`src/rtl/fetch_ghr_spec.sv`:
```
// Speculative/architectural global history register pair with a checkpoint
// queue of in-flight branch histories for one-cycle mispredict recovery.
module fetch_ghr_spec #(
  parameter int unsigned  GHR_WIDTH  = 8,
  parameter int unsigned  CKPT_DEPTH = 8,
  localparam int unsigned TAG_WIDTH  = $clog2(CKPT_DEPTH)
) (
  input  logic                 clk,
  input  logic                 reset,
  input  logic                 push_valid,
  input  logic                 push_taken,
  output logic                 push_ready,
  output logic [TAG_WIDTH-1:0] push_tag,
  input  logic                 commit_valid,
  input  logic                 commit_taken,
  input  logic                 restore_valid,
  input  logic [TAG_WIDTH-1:0] restore_tag,
  input  logic                 restore_taken,
  input  logic                 flush,
  output logic [GHR_WIDTH-1:0] spec_ghr,
  output logic [GHR_WIDTH-1:0] arch_ghr,
  output logic [TAG_WIDTH:0]   count,
  output logic                 empty
);

  typedef logic [GHR_WIDTH-1:0] ghr_t;
  typedef logic [TAG_WIDTH:0]   ptr_t;
  typedef logic [TAG_WIDTH-1:0] tag_t;

  localparam ptr_t PTR_ONE  = ptr_t'(1);
  localparam ptr_t FULL_CNT = ptr_t'(CKPT_DEPTH);

  function automatic ghr_t shift_in(input ghr_t h, input logic t);
    return {h[GHR_WIDTH-2:0], t};
  endfunction

  ghr_t spec_q, spec_d;
  ghr_t arch_q, arch_d;
  ptr_t rptr_q, rptr_d;
  ptr_t wptr_q, wptr_d;
  ptr_t count_q, count_d;
  logic empty_q, empty_d;
  logic ready_q, ready_d;

  ghr_t ckpt_q [CKPT_DEPTH];
  logic ckpt_we;

  logic push_ok;
  logic commit_ok;
  tag_t restore_off;
  ptr_t restore_ptr;

  // The restored slot's full pointer (with wrap bit) is recovered from its
  // distance to the oldest entry, so wrap-around needs no extra state.
  always_comb begin
    push_ok     = push_valid & ready_q;
    commit_ok   = commit_valid & ~empty_q;
    restore_off = restore_tag - rptr_q[TAG_WIDTH-1:0];
    restore_ptr = rptr_q + {1'b0, restore_off};

    spec_d  = spec_q;
    arch_d  = arch_q;
    rptr_d  = rptr_q;
    wptr_d  = wptr_q;
    ckpt_we = 1'b0;

    if (commit_ok) begin
      arch_d = shift_in(arch_q, commit_taken);
      rptr_d = rptr_q + PTR_ONE;
    end

    if (flush) begin
      spec_d = arch_d;
      wptr_d = rptr_d;
    end else if (restore_valid) begin
      spec_d = shift_in(ckpt_q[restore_tag], restore_taken);
      wptr_d = restore_ptr + PTR_ONE;
    end else if (push_ok) begin
      ckpt_we = 1'b1;
      spec_d  = shift_in(spec_q, push_taken);
      wptr_d  = wptr_q + PTR_ONE;
    end

    count_d = wptr_d - rptr_d;
    empty_d = (count_d == '0);
    ready_d = (count_d != FULL_CNT);
  end

  always_ff @(posedge clk) begin
    if (reset) begin
      spec_q  <= '0;
      arch_q  <= '0;
      rptr_q  <= '0;
      wptr_q  <= '0;
      count_q <= '0;
      empty_q <= 1'b1;
      ready_q <= 1'b1;
    end else begin
      spec_q  <= spec_d;
      arch_q  <= arch_d;
      rptr_q  <= rptr_d;
      wptr_q  <= wptr_d;
      count_q <= count_d;
      empty_q <= empty_d;
      ready_q <= ready_d;
    end
  end

  always_ff @(posedge clk) begin
    if (ckpt_we && !reset) begin
      ckpt_q[wptr_q[TAG_WIDTH-1:0]] <= spec_q;
    end
  end

  assign spec_ghr   = spec_q;
  assign arch_ghr   = arch_q;
  assign count      = count_q;
  assign empty      = empty_q;
  assign push_ready = ready_q;
  assign push_tag   = wptr_q[TAG_WIDTH-1:0];

endmodule
```
`config.mk`:
```
export PLATFORM = sky130hd
export DESIGN_NAME = fetch_ghr_spec
export DESIGN_NICKNAME = d
export VERILOG_FILES = /design/src/rtl/fetch_ghr_spec.sv
export SDC_FILE = /design/constraint.sdc
export NUM_CORES = 1
export LEC_CHECK = 0
export CAP_MARGIN = 20
export CORE_MARGIN = 2
export CORE_UTILIZATION = 50
export CTS_CLUSTER_DIAMETER = 30
export CTS_CLUSTER_SIZE = 24
export DETAILED_ROUTE_END_ITERATION = 10
export HOLD_SLACK_MARGIN = 0.08
export PLACE_DENSITY = 0.71
export SETUP_SLACK_MARGIN = 0.2
export SYNTH_ARGS = -nofsm -noshare
export SYNTH_HDL_FRONTEND = slang
export SYNTH_SLANG_ARGS = --single-unit
```
`constraint.sdc`:
```
create_clock -name clk -period 7.85 [get_ports clk]
set_clock_uncertainty 0.05 [all_clocks]
set_input_delay 1.1775 -clock clk [delete_from_list [all_inputs] [get_ports clk]]
set_output_delay 1.1775 -clock clk [all_outputs]
set_load 0.05 [all_outputs]
```
======== After elaboration in Yosys (flattened, before gate mapping) ========
Memory sizes are Yosys's and may differ from the RTL's.
Index checks and enable logic that the tools add are counted.
word-level totals
  memories kept ........................... 1
  word-level logic and storage cells ...... 35
  output and inout bits ................... 25
  register bits after elaboration ......... 30
  input port bits ......................... 12
  bits in writable memories ............... 64
memories
  name    depth  bits a word  rd ports  clocked after memory_dff  wr ports  RTL line  source
  ckpt_q  8      8            1         0                         1         45        ghr_t ckpt_q [CKPT_DEPTH];
cells by class
  mux-type cells .......................... 13
  equality and inequality tests ........... 1
  reductions and logical operators ........ 4
  $add $sub $neg .......................... 6
  bitwise logic cells ..................... 3
operators by type and width
  kind                 number
  $mux 8               4
  $mux 4               4
  $add 4x1->4 const B  3
  $mux 1               5
  $add 4x3->4          1
  $logic_not 4->1      1
  $ne 4x4->1 const B   1
  $sub 4x4->4          1
  $reduce_bool 3->1    1
  $sub 3x3->3          1
  $and 1x1->1          2
  $logic_and 1x1->1    1
  $logic_not 1->1      1
  $not 1->1            1

======== Logic depth before layout (Yosys ltp) ========
Gate-level depths: netlist of the first run.
  depth after elaboration ................. 7
  depth in mapped cells ................... 20
  depth with buffers taken out ............ 18

======== Least setup slack after synthesis of the first run ========
No wires, ideal clock.
  kind .................................... input-to-reg
  from .................................... input port restore_tag[0]
  to ...................................... register empty_q, in the netlist empty
  required time ........................... 7736 ps
  library setup time ...................... 64 ps
  setup slack ............................. 3117 ps
  arrival time ............................ 4620 ps
  cell stages on the path ................. 18
  path buffers ............................ 2
  path through ............................ buf_2 -> buf_2 -> inv_1 -> ha_1 -> inv_1 -> fa_1 -> fa_1 -> xnor2_1 -> a21oi_1 -> nor2_1 -> a21oi_1 -> ha_1 -> nor2b_1 -> a221oi_1 -> nand3b_1 -> a211oi_1 -> a21oi_1 -> nand4_1
on the way
  word-level cells in the longest chain between the ends .. 7
ends and longest elaborated chain
  what                    RTL line  source
  start: declaration      17        input logic [TAG_WIDTH-1:0] restore_tag,
  $sub 3x3->3             58        restore_off = restore_tag - rptr_q[TAG_WIDTH-1:0];
  $add 4x3->4             59        restore_ptr = rptr_q + {1'b0, restore_off};
  $add 4x1->4             77        wptr_d = restore_ptr + PTR_ONE;
  $mux 4                  75        end else if (restore_valid) begin
  $mux 4                  72        if (flush) begin
  net wptr_d[2]           40        ptr_t wptr_q, wptr_d;
  $sub 4x4->4             84        count_d = wptr_d - rptr_d;
  $logic_not 4->1         85        empty_d = (count_d == '0);
  end signal: assignment  104       empty_q <= empty_d;
  end: declaration        42        logic empty_q, empty_d;
The timed path passes the listed nets, and every way through them passes these cells.
A chain may end at the register's enable or synchronous reset.

======== Worst setup path after layout of the first run ========
  from .................................... input port restore_tag[1]
  to ...................................... register ready_q, in the netlist push_ready
on the way
  word-level cells in the longest chain between the ends .. 7
ends and longest elaborated chain
  what                    RTL line  source
  $sub 3x3->3             58
  $add 4x3->4             59
  $add 4x1->4             77
  $mux 4                  75
  $mux 4                  72
  net wptr_d[2]           40
  $sub 4x4->4             84
  $ne 4x4->1              86        ready_d = (count_d != FULL_CNT);
  end signal: assignment  105       ready_q <= ready_d;
  end: declaration        43        logic ready_q, ready_d;
The timed path passes the listed nets, and every way through them passes these cells.

==> reports/results.tsv, run 1 <==
metric	value	unit
chip height	91.6	µm
Die Wd	91.6	µm
Longest Clk Path Bufs	2	
Fin. Hold Viols	0	
remaining antenna violation count after routing	0	
critical path data arrival time	5280	ps
post-synthesis average cell area	13.3	µm²
wire length of the first global-routing pass	12700	µm
GR Layer Usage met1	26.5	%
total power per unit cell area	246	nW/µm²
initial antenna violation count	0	
GR Util met2	31.7	%
full die area	8400	µm²
status	finished, final reports clean	
Power, Total	1.10	mW
proportion of synthesized chip area in sequential cells	59.4	%
sequential fraction of design power	48.2	%
slew at the pin closest to its max-slew limit	809	ps
Antenna diodes	0	
achievable frequency	0.197	GHz
num ports	37	
hpwl dp	5250	µm
Most Used Layer, Global Route	met2	
standard-cell row count	31	
area grow syn2layout	16.7	%
total routing resource utilization after global routing	19.6	%
Slew Limit Fails	0	
critical-path cell list	clkdlybuf4s50_1 > fa_1 > xor2_1 > xnor2_1 > ha_1 > xnor2_1 > a21oi_1 > nor2_1 > a21oi_1 > ha_1 > nor2b_1 > a221oi_1 > o311ai_0 > a21o_1	
Leakage Power	1.56	nW
Post-CTS Repair Setup Buffers	0	
total internal power	750	µW
number of flip-flops and latches in the synthesized netlist	86	
net switching power	352	µW
type of the worst setup path	in -> reg	
WL per Instance	17.9	µm
number of DRC markers after the initial detailed-route iteration	136	
required time worst endpoint	8050	ps
H-tree levels	3	
latest clock arrival within the worst-skew pair	350	ps
number of nets in the final layout	349	
share of layout cells above drive strength 1	14.8	%
total global routing overflow	0	
Max VDD drop	0.000185	V
final setup violation count	0	
Final Cycle Share	64.7	%
power share of the clock group	27.2	%
clock tree from TritonCTS	built	
clock-pin slew on the worst setup and hold paths	90	ps
shortest clock period the worst path allows after layout	5080	ps
Critical Path Start Type	primary input	
type of destination of the critical path	flip-flop	
setup repair after global routing missed its margin	false	
Sw Share	32.0	%
hold buffer count at CTS	0	
Rel. slew slack	45.9	%
final-layout setup total negative slack	0	ps
prevailing post-synth register cell	edfxtp_1	
final design utilization	61.2	%
count of input and output buffers	36	
core area	7330	µm²
global routing met3 resource utilization	4.27	%
cell area after synthesis	3840	µm²
last weighted congestion value of the routability-driven placer	0.823	
type of the most critical hold path	reg -> reg	
number of sinks driven by the clock tree	86	
Max Fanout on Critical Path	15	
average via count per standard cell	5.53	
via count of the first global-routing pass	2517	
CP peak stage delay	840	ps
EDFF count, synth	56	
part of the total power dissipated in combinational logic	24.6	%
number of distinct library cells after synthesis	46	
largest net degree at the start of global routing	31	
fraction of synthesis flops using an asynchronous set or reset pin	0	%
Worst path slowest cell	clkdlybuf4s50_1	
count of max-cap constraint violations	0	
CTS-repair resized insts	0	
synth warn	0	
First-pass DRT Iterations	4	
clock tree root buffer cell	clkbuf_8	
initial core utilization	52.4	%
Vias	2372	
worst hold slack across all endpoints	463	ps
aggregate routed wire length	7680	µm
clock buffer count from CTS	9	
detailed-route DRC error count	0	
syn nets	312	
number of instances in the synthesized netlist	288	
cell families after synthesis:
| logic type | count (synthesis) | synth area share (%) |
|---|---|---|
| AO/OA/AOI/OAI | 35 | 6.06 |
| AND/OR/NAND/NOR | 86 | 11.5 |
| flip-flops | 86 | 59.4 |
| XOR/XNOR | 11 | 2.51 |
| multiplexers | 32 | 13.1 |
| adder cells (fa/ha/maj) | 12 | 4.50 |
| buffers and inverters | 26 | 2.90 |
area by class of cell:
| class | count | area [µm²] |
|---|---|---|
| Fill cell | 534 | 2850 |
| Sequential cell | 86 | 2280 |
| Multi-Input combinational cell | 176 | 1450 |
| Timing Repair Buffer | 42 | 403 |
| Clock buffer | 11 | 153 |
| Tap cell | 99 | 124 |
| Clock inverter | 5 | 37.5 |
| Inverter | 10 | 37.5 |
critical path, delay by kind of cell:
family / cells / cell delay, ps
compound gates: 5 / 1170
fa+ha+maj: 3 / 1290
simple gates: 2 / 310
xor+xnor: 3 / 500
buf+inv: 1 / 840
per-layer routing:
layer	up-vias	share of wire [%]
li1	1139	-
met1	1183	47
met2	46	49
met3	4	3.1
met4	0	0.82
met5	-	0
through the flow:
stage | instance area [µm²] | setup slack, ps | cells
floorplan | 3840 | 3120 | 288
global placement | 4280 | 2580 | 411
detailed placement | 4280 | 2420 | 411
CTS | 4470 | 2760 | 427
global route | 4480 | 2390 | 429
finish | 4480 | 2770 | 429
final timing paths:
check	start	end	slack (ps)	depth (start not counted)
worst max-delay path	restore_tag[1]	push_ready	2770	14
worst min-delay path	spec_ghr[7]	spec_ghr[7]	460	2
worst min register to register	spec_ghr[7]	spec_ghr[7]	460	2
worst max register to register	rptr_q[0]	push_ready	3970	15
cell usage after synthesis (all sizes together) (2+ instances only):
cell	n	area [µm²]
mux2i	11	110
mux4	14	315
nor2b	4	25.0
fa	3	60.1
xor2	5	43.8
or2b	2	16.3
nor3	5	25.0
a21oi	12	60.1
dfxtp	30	601
nor3b	5	37.5
a211oi	13	97.6
nand3	4	25.0
mux2	7	78.8
o21ai	2	10.0
ha	9	113
nand3b	3	22.5
a221oi	2	17.5
inv	9	33.8
and2	2	13.8
buf	7	40.0
nand2	9	36.3
nand4	2	12.5
nor2	43	161
xnor2	6	52.6
clkbuf	9	33.8
edfxtp	56	1680
power by group through the flow:
stage / combinational [mW] / sequential [mW] / clock (mW)
6_report: 0.271 / 0.532 / 0.300
2_1_floorplan: 0.143 / 0.590 / 0
4_1_cts: 0.272 / 0.532 / 0.307
3_5_place_dp: 0.270 / 0.542 / 0
3_3_place_gp: 0.265 / 0.542 / 0
5_1_grt: 0.297 / 0.536 / 0.327
cell usage in the layout, fill, tap and decap left out, types with 4 or more instances in the layout:
master            n
clkbuf_8          9
xnor2_1           6
a21oi_1          12
ha_1              9
xor2_1            5
mux2_2            7
nand2_1           8
mux4_2           14
inv_1             9
nor3b_1           5
nor2_1           43
a211oi_1         13
buf_4             4
nor2b_1           4
nor3_1            5
clkdlybuf4s50_1  36
edfxtp_1         56
dfxtp_1          30
mux2i_1          11
sequential cells by signal, indices dropped and copies added, names as in the netlist:
register	flops
arch_ghr	8
push_ready	1
wptr_q	4
ckpt_q	56
empty	1
count	4
spec_ghr	8
rptr_q	4
Note: power is estimated with default switching activity, not from simulation.
==> run 2, diff against run 1 <==
--- a/config.mk
+++ b/config.mk
@@ -12,7 +12,7 @@
 export CTS_CLUSTER_SIZE = 24
 export DETAILED_ROUTE_END_ITERATION = 10
 export HOLD_SLACK_MARGIN = 0.08
-export PLACE_DENSITY = 0.71
+export PLACE_DENSITY = 0.74
 export SETUP_SLACK_MARGIN = 0.2
 export SYNTH_ARGS = -nofsm -noshare
 export SYNTH_HDL_FRONTEND = slang
==> constraint.sdc (replaced) <==
create_clock -name clk -period 4.5 [get_ports clk]
set_clock_uncertainty 0.05 [all_clocks]
set_input_delay 0.675 -clock clk [delete_from_list [all_inputs] [get_ports clk]]
set_output_delay 0.675 -clock clk [all_outputs]
set_load 0.05 [all_outputs]
==> reports/results.tsv, run 2 (synthesis results as in run 1) <==
metric	value	unit	change
count of max-cap constraint violations	0		unchanged
Slew Limit Fails	0		unchanged
First-pass DRT Iterations	4		unchanged
initial core utilization	52.4	%	unchanged
area grow syn2layout	17.4	%	
number of inserted filler cells in the final layout	543		+1.7%
startpoint of the lowest-slack hold path	spec_ghr[7]		
Critical Path Start Type	primary input		
flip-flop count of the largest register after layout	56		unchanged
FF-to-FF path depth	16		+1
shortest clock period the worst path allows after layout	4080	ps	
type of the worst setup path	in -> reg		
last weighted congestion value of the routability-driven placer	0.761		-7.6%
total routing resource utilization after global routing	19.7	%	+0.096 points
core area	7330	µm²	unchanged
initial antenna violation count	0		unchanged
full die area	8400	µm²	unchanged
most frequent cells in the layout	edfxtp_1, nor2_1, clkdlybuf4s50_1		
latest clock arrival within the worst-skew pair	350	ps	about the same
aggregate routed wire length	7690	µm	+0.12%
Antenna diodes	0		unchanged
Worst R2R Start	rptr_q[0]		
detailed-route DRC error count	0		unchanged
hpwl dp	5410	µm	+3.1%
critical path data arrival time	4280	ps	-1000 ps
Longest Clk Path Bufs	2		unchanged
Fin. Hold Viols	0		unchanged
standard-cell row count	31		unchanged
startpoint of the worst setup timing path	restore_tag[0]		
Rel. slew slack	52.7	%	+6.8 points
WL per Instance	17.7	µm	-0.81%
setup repair after global routing missed its margin	false		
Max Fanout on Critical Path	5		-10
Leakage Power	1.57	nW	+0.63%
via count of the first global-routing pass	2409		-4.3%
worst hold path depth	2		unchanged
type of the most critical hold path	reg -> reg		
flip-flop and latch area	2280	µm²	unchanged
slew at the pin closest to its max-slew limit	707	ps	-101 ps
number of sinks driven by the clock tree	86		unchanged
Power, Total	1.89	mW	+71%
clock buffer count from CTS	9		unchanged
number of DRC markers after the initial detailed-route iteration	233		+71%
Multi-input gate area	1460	µm²	+0.78%
Vias	2389		+0.72%
Max VDD drop	0.000262	V	+42%
total global routing overflow	0		unchanged
Final Cycle Share	90.8	%	
type of destination of the critical path	flip-flop		
largest net degree at the start of global routing	31		unchanged
share of layout cells above drive strength 1	16.2	%	+1.3 points
achievable frequency	0.245	GHz	
H-tree levels	3		unchanged
remaining antenna violation count after routing	0		unchanged
most common cell after layout, fill and taps aside	edfxtp_1		
wire length of the first global-routing pass	12500	µm	-1.6%
clock-pin slew on the worst setup and hold paths	80	ps	about the same
Die Wd	91.6	µm	unchanged
final design utilization	61.5	%	+0.32 points
total power per unit cell area	419	nW/µm²	+70%
clock tree root buffer cell	clkbuf_8		
average via count per standard cell	5.52		-0.21%
status	finished, final reports clean		
Post-CTS Repair Setup Buffers	0		unchanged
number of nets in the final layout	353		+1.1%
clock tree from TritonCTS	built		
required time worst endpoint	4700	ps	-3350 ps
chip height	91.6	µm	unchanged
final setup violation count	0		unchanged
num ports	37		unchanged
count of input and output buffers	36		unchanged
run 2: what timing repair did:
action                                  CTS  global route
gates resized for setup                   0             2
hold buffers                              0             0
endpoints found under the setup margin    0             2
run 2: routing by layer:
layer	wire length [µm]	track usage, %
met3	489	5.26
met5	0	0
met2	3750	31.0
met1	3360	27.6
met4	78	4.42
run 2: metrics by stage:
| stage | worst slack (ps) | cells | hold WS [ps] | area (µm²) | TNS, ps |
|---|---|---|---|---|---|
| after detailed placement | -36.6 | 417 | 463 | 4330 | -36.6 |
| after CTS | 319 | 433 | 475 | 4500 | 0 |
| after floorplan | 269 | 288 | 494 | 3840 | 0 |
| after global routing | 209 | 433 | 503 | 4510 | 0 |
| after global placement | 86.6 | 417 | 452 | 4330 | 0 |
| final | 415 | 433 | 464 | 4510 | 0 |
run 2: final timing paths:
check / end / slack, ps
max: push_ready / 420
min: spec_ghr[7] / 460
max reg2reg: push_ready / 820
min reg2reg: spec_ghr[7] / 460
run 2: layout make-up:
class	count	area share [%]
Inverter	10	0.833
Multi-Input combinational cell	176	32.3
Clock buffer	9	2.75
Timing Repair Buffer	46	9.66
Clock inverter	7	1.03
Sequential cell	86	50.6
Tap cell	99	2.75
run 2: critical path, cell delays in order:
cell,delay (ps)
clkdlybuf4s50_1,450
inv_1,110
ha_1,150
inv_1,50
fa_1,380
xor2_1,190
xnor2_1,140
ha_1,320
xnor2_1,150
a21oi_1,80
nor2_1,140
a21oi_1,60
ha_1,350
nor2b_1,180
a221oi_2,100
nor2_1,90
or4b_4,470
a21o_1,180
run 2: power breakdown:
group	total, mW	internal, mW	switching [mW]
registers	0.927	0.884	0.0426
logic	0.484	0.193	0.291
clock network	0.478	0.201	0.277
==> run 3, diff against run 2 <==
--- a/config.mk
+++ b/config.mk
@@ -14,6 +14,7 @@
 export HOLD_SLACK_MARGIN = 0.08
 export PLACE_DENSITY = 0.74
 export SETUP_SLACK_MARGIN = 0.2
+export SLEW_MARGIN = 20
 export SYNTH_ARGS = -nofsm -noshare
 export SYNTH_HDL_FRONTEND = slang
 export SYNTH_SLANG_ARGS = --single-unit
==> results of run 3 <==
Same layout as run 2: the final DEF is identical, and so are final timing and power.
